## config.mk

```make
export PLATFORM = sky130hd
export DESIGN_NAME = hist_peak_scan
export DESIGN_NICKNAME = d
export VERILOG_FILES = /design/src/rtl/hist_peak_scan.sv
export SDC_FILE = /design/constraint.sdc
export NUM_CORES = 1
export LEC_CHECK = 0
export BUFFER_PORTS_ARGS = -buffer_cell sky130_fd_sc_hd__buf_2
export CAP_MARGIN = 20
export CORE_MARGIN = 8
export CORE_UTILIZATION = 52
export CTS_CLUSTER_DIAMETER = 200
export CTS_CLUSTER_SIZE = 8
export DETAILED_ROUTE_END_ITERATION = 10
export GPL_TIMING_DRIVEN = 0
export PLACE_DENSITY = 0.84
export SYNTH_ARGS = -nofsm -noshare
export SYNTH_HDL_FRONTEND = slang
export SYNTH_SLANG_ARGS = --single-unit
```

## constraint.sdc

```tcl
create_clock -name clock_27mhz -period 7.7 [get_ports clock_27mhz]
set_clock_uncertainty 0.1 [all_clocks]
set_input_delay 1.54 -clock clock_27mhz [delete_from_list [all_inputs] [get_ports clock_27mhz]]
set_output_delay 1.54 -clock clock_27mhz [all_outputs]
set_load 0.03 [all_outputs]
```

## src/rtl/hist_peak_scan.sv

```systemverilog
// Histogram band reader: sweeps bins LO_BIN..HI_BIN and reports the peak bin, peak magnitude and band sum,
// plus a hysteresis hit pulse. Optional macro HIST_SCAN_AUTORUN_EN makes the block re-sweep continuously.
module hist_peak_scan #(
  parameter int unsigned AW     = 10,
  parameter int unsigned DW     = 10,
  parameter int unsigned RD_LAT = 2,
  parameter int unsigned LO_BIN = 2,
  parameter int unsigned HI_BIN = 63,
  parameter int unsigned THRESH = 2000
) (
  input  logic          clock_27mhz,
  input  logic          reset,
  input  logic          start,
  output logic [AW-1:0] raddr,
  input  logic [DW-1:0] rdata,
  output logic          busy,
  output logic          done,
  output logic [AW-1:0] peak_bin,
  output logic [DW-1:0] peak_mag,
  output logic [19:0]   band_sum,
  output logic          hit
);

  localparam int unsigned SW = 20;

  typedef enum logic [1:0] {IDLE, SCAN, DRAIN, FINISH} state_t;

  state_t          state, state_next;
  logic [RD_LAT-1:0] vpipe;
  logic [AW-1:0]   bpipe [RD_LAT];
  logic [SW-1:0]   wsum;
  logic [DW-1:0]   wmag;
  logic [AW-1:0]   wbin;
  logic            armed;
  logic            go, accept, issue, last, finish, busy_next;

`ifdef HIST_SCAN_AUTORUN_EN
  logic running;
  assign go = start | running;
`else
  assign go = start;
`endif

  assign last = (raddr == AW'(HI_BIN));

  always_ff @(posedge clock_27mhz or posedge reset) begin
    if (reset) state <= IDLE;
    else       state <= state_next;
  end

  always_comb begin
    state_next = state;
    accept     = 1'b0;
    issue      = 1'b0;
    finish     = 1'b0;
    case (state)
      IDLE: if (go) begin
        state_next = SCAN;
        accept     = 1'b1;
      end
      SCAN: begin
        issue = 1'b1;
        if (last) state_next = DRAIN;
      end
      DRAIN: if (vpipe == '0) begin
        state_next = FINISH;
        finish     = 1'b1;
      end
      FINISH: state_next = IDLE;
      default: state_next = IDLE;
    endcase
`ifdef HIST_SCAN_AUTORUN_EN
    busy_next = (state_next != IDLE);
`else
    busy_next = (state_next == SCAN) || (state_next == DRAIN);
`endif
  end

  // Read pipeline, accumulators and registered results; results publish on entry to FINISH.
  always_ff @(posedge clock_27mhz or posedge reset) begin
    if (reset) begin
      raddr    <= '0;
      busy     <= 1'b0;
      done     <= 1'b0;
      peak_bin <= '0;
      peak_mag <= '0;
      band_sum <= '0;
      hit      <= 1'b0;
      armed    <= 1'b1;
      wsum     <= '0;
      wmag     <= '0;
      wbin     <= '0;
      vpipe    <= '0;
      for (int unsigned i = 0; i < RD_LAT; i++) bpipe[i] <= '0;
`ifdef HIST_SCAN_AUTORUN_EN
      running  <= 1'b0;
`endif
    end else begin
      busy <= busy_next;
      done <= finish;
      hit  <= 1'b0;

      vpipe[0] <= issue;
      bpipe[0] <= raddr;
      for (int unsigned i = 1; i < RD_LAT; i++) begin
        vpipe[i] <= vpipe[i-1];
        bpipe[i] <= bpipe[i-1];
      end

      if (issue && !last) raddr <= raddr + AW'(1);
      else                raddr <= AW'(LO_BIN);

      if (accept) begin
        wsum <= '0;
        wmag <= '0;
        wbin <= AW'(LO_BIN);
      end else if (vpipe[RD_LAT-1]) begin
        wsum <= wsum + SW'(rdata);
        // Strict compare keeps the lowest bin on ties.
        if (rdata > wmag) begin
          wmag <= rdata;
          wbin <= bpipe[RD_LAT-1];
        end
      end

      if (finish) begin
        band_sum <= wsum;
        peak_mag <= wmag;
        peak_bin <= wbin;
        if (armed && (wsum >= SW'(THRESH))) begin
          hit   <= 1'b1;
          armed <= 1'b0;
        end else if (!armed && (wsum < SW'(THRESH >> 1))) begin
          armed <= 1'b1;
        end
      end

`ifdef HIST_SCAN_AUTORUN_EN
      if (accept) running <= 1'b1;
`endif
    end
  end

endmodule

```

==> impl_metrics.ini <==
[sta]
final_max_slew_viol_count = 0
tightest_slew_ns = 0.5905
hold_viol_final = 0
rsz0062_at_grt = false
setup_viol = 0
period_share_pct = 39.86
relSlewSlack_pct = 60.63
fin_tns_setup_ns = 0
max_freq_ghz = 0.3258
period_minus_slack_ns = 3.069

[cells_and_area]
final_layout_size_suffix_gt1_share_pct = 29.06
num-fill-cells = 764
antenna_cells = 0
final_cells = 697
multi_input_area_um2 = 2220
nets = 585
syn_to_final_growth_pct = 20.65
layout.area.seq_um2 = 2954

[synth]
synth-edff-count = 0
syn_nets = 500
yosys.area_share.simple_pct = 11.86
synth_mux_area_share_pct = 11.04
netlist_instances = 465
ys_seq_elements = 118
synth_top_family_by_area = simple AND/OR/NAND/NOR gates
syn_area_um2 = 5361
yosysSeqAreaShare_pct = 55.10
synth_top_area_share_pct = 54.61
synth_fa_ha_area_share_pct = 5.274
synthXorXnorAreaFrac_pct = 1.634
synth_cell_types = 57
synthTopCellsByArea = dfrtp_1 (55%), mux2_2 (8.6%), ha_1 (4.9%)
async_flop_share_pct = 100.0
ys.flop_type = dfrtp_1
yosysTopAreaCell = dfrtp_1
synth_compound_area_share_pct = 11.60
yosys_warnings = 0
synth_area_per_cell_um2 = 11.53

[critical_path]
required_ns = 8.03
cp_data_arrival_time_ns = 3.39
crit_path_max_fanout = 6
startpoint_type = primary input
critPathKind = primary input to flip-flop
slowest_stage = fa_1
worst_setup_path_end_kind = flip-flop
cpPeakStageDelay_ns = 0.39
critPathTopFamily = compound AO/OA/AOI/OAI gates
path_cells = buf_2 -> ha_1 -> inv_1 -> fa_1 -> nor2b_1 -> o31a_1 -> o21ai_2 -> a21boi_0 -> mux2i_1
critical_path_buf_inv_count = 2

[routing]
routedWlPerCell_um = 18.27
final_antenna_net_count = 0
vias = 4068
wl_um = 12730
drt-initial-drc-count = 274
vias_per_cell = 5.836
route.detailed.drc = 0
dr.pass1.iters = 8

[die]
rows = 37
core_area_um2 = 10180
initial_utilization_pct = 52.64
die_x_um = 117.5
die-area_um2 = 13820
ios = 66
die_height_um = 117.5

[grt]
grt_max_degree = 75
track_usage_pct = 19.04
antenna_found_initial = 0
grt-ovfl-total = 0
grt_pass1_wl_um = 21420
grt_pass1_vias = 4188

[run]
drv_cap = 0

[clock_network]
cts-resized-gates = 0
clk_latency_ns = 0.51
cts_setup_buffers = 0
clockBufferDepth = 2
clk_pin_slew_worst_paths_ns = 0.06
h-tree-depth = 4
clockRootBuffer = clkbuf_8
cts_made_buffers = 17
cts_tree = built
hold_buffers = 0
clock_sinks = 118

[placed_design]
place_inst = 667
routabilityCongestion = 0.8900
port_buffers = 65
dp_hpwl_um = 8655

[min_path]
hold_path.class = flip-flop to flip-flop

[pwr]
leakage_nw = 3.202
powerDensity_nw_per_um2 = 329.3
peakVddDrop_mv = 0.1295

[outcome]
outcome = complete, no violations
==> final timing paths <==
path                            from     endpoint  slack (ns)  cells past startpoint
min reg2reg                bpipe[18]     bpipe[8]        0.25                      0
max in group asynchronous      reset  peak_mag[4]        5.78                      3
min in group asynchronous      reset     wsum[15]        0.99                      2
max                         rdata[0]     wsum[10]        4.63                      9
max reg2reg                  wsum[0]     wsum[10]        5.39                      8
min                        bpipe[18]     bpipe[8]        0.25                      0
==> cell families (layout without fill, tap and decap cells) <==
group | count (synthesis) | count (layout)
AND/OR/NAND/NOR | 121 | 121
flip-flops | 118 | 118
AO/OA/AOI/OAI | 100 | 100
multiplexers | 54 | 54
buffers and inverters | 40 | 136
adder cells (fa/ha/maj) | 22 | 22
XOR/XNOR | 10 | 10
==> cells in the mapped netlist (2+ instances only) <==
master    number
nor3_1         4
nor2_1        23
a211oi_2       2
ha_1          21
o31a_1         2
dfrtp_1      117
nand3_1       31
nor4_1         2
nand2_1       24
a21boi_1       2
and3_1         6
mux2i_1       13
o21ai_0       30
nand4_1        4
a21oi_1       38
nor2b_1        3
nand2b_1      11
buf_1          2
buf_4          7
o21ai_2        3
mux2_2        41
xnor2_1        5
xor2_1         5
clkbuf_1       8
a2111o_1       3
and4_1         2
o21ai_1        4
a211oi_1       2
a21o_1         2
inv_1         19
buf_2          3
==> final cells by class <==
class / instances / share of cell area (%)
timing repair buffer: 66 / 5.455
sequential: 118 / 45.67
buffer: 21 / 1.799
inverter: 19 / 1.141
clock inverter: 11 / 2.321
multi-input combinational: 307 / 34.31
tap: 136 / 2.631
clock buffer: 19 / 6.673
==> per-layer routing <==
layer	routed length (µm)	global-route usage, %	vias to the layer above
met3	1074	5.995	24
met4	221	7.846	0
met1	5051	22.70	2028
li1	-	-	1829
met2	6384	31.30	187
met5	0	0	-
==> placed cells by master (no fill, tap or decap), types with 5 or more instances in the layout <==
cell type and count:
dfrtp_1 117, buf_2 68, mux2_2 41, a21oi_1 38
nand3_1 31, o21ai_0 30, nand2_1 24, nor2_1 23
ha_1 21, inv_1 18, clkbuf_16 16, mux2i_1 13
nand2b_1 11, clkbuf_1 9, buf_4 7, and3_1 6
xor2_1 5, xnor2_1 5, clkinvlp_4 5
==> per-stage QoR <==
| stage | setup WS (ns) | instance area (µm²) | power [mW] | util [%] | hold slack [ns] |
|---|---|---|---|---|---|
| final | 4.631 | 6469 | 2.130 | 63.51 | 0.2486 |
| after global routing | 4.504 | 6469 | 2.241 | 63.51 | 0.2551 |
| after CTS | 4.680 | 6469 | 2.128 | 63.51 | 0.2475 |
| after detailed placement | 4.187 | 5887 | 1.341 | 57.80 | 0.2347 |
| after global placement | 1.807 | 5857 | 1.297 | 57.51 | 0.2349 |
| after floorplan | 2.933 | 5361 | 1.203 | - | 0.2312 |
==> worst register-to-register path, cell delays in order (launching register included) <==
cell	delay [ns]
dfrtp_1	0.38
ha_1	0.19
inv_1	0.06
fa_1	0.39
nor2b_1	0.17
o31a_1	0.25
o21ai_2	0.15
a21boi_0	0.30
mux2i_1	0.24
==> where the power goes <==
| group | total, mW | internal (mW) | switching, mW |
|---|---|---|---|
| Combinational | 0.562 | 0.239 | 0.323 |
| Clock | 0.775 | 0.498 | 0.277 |
| Sequential | 0.793 | 0.706 | 0.0870 |
| Total | 2.13 | 1.44 | 0.687 |
==> registers in the layout, indices dropped and copies added, names as in the netlist <==
signal,flops
wmag,10
peak_mag,10
state,2
busy,1
hit,1
band_sum,20
bpipe,20
peak_bin,10
wbin,10
wsum,20
raddr,10
done,1
armed,1
vpipe,2
(Power assumes the default switching activity.)
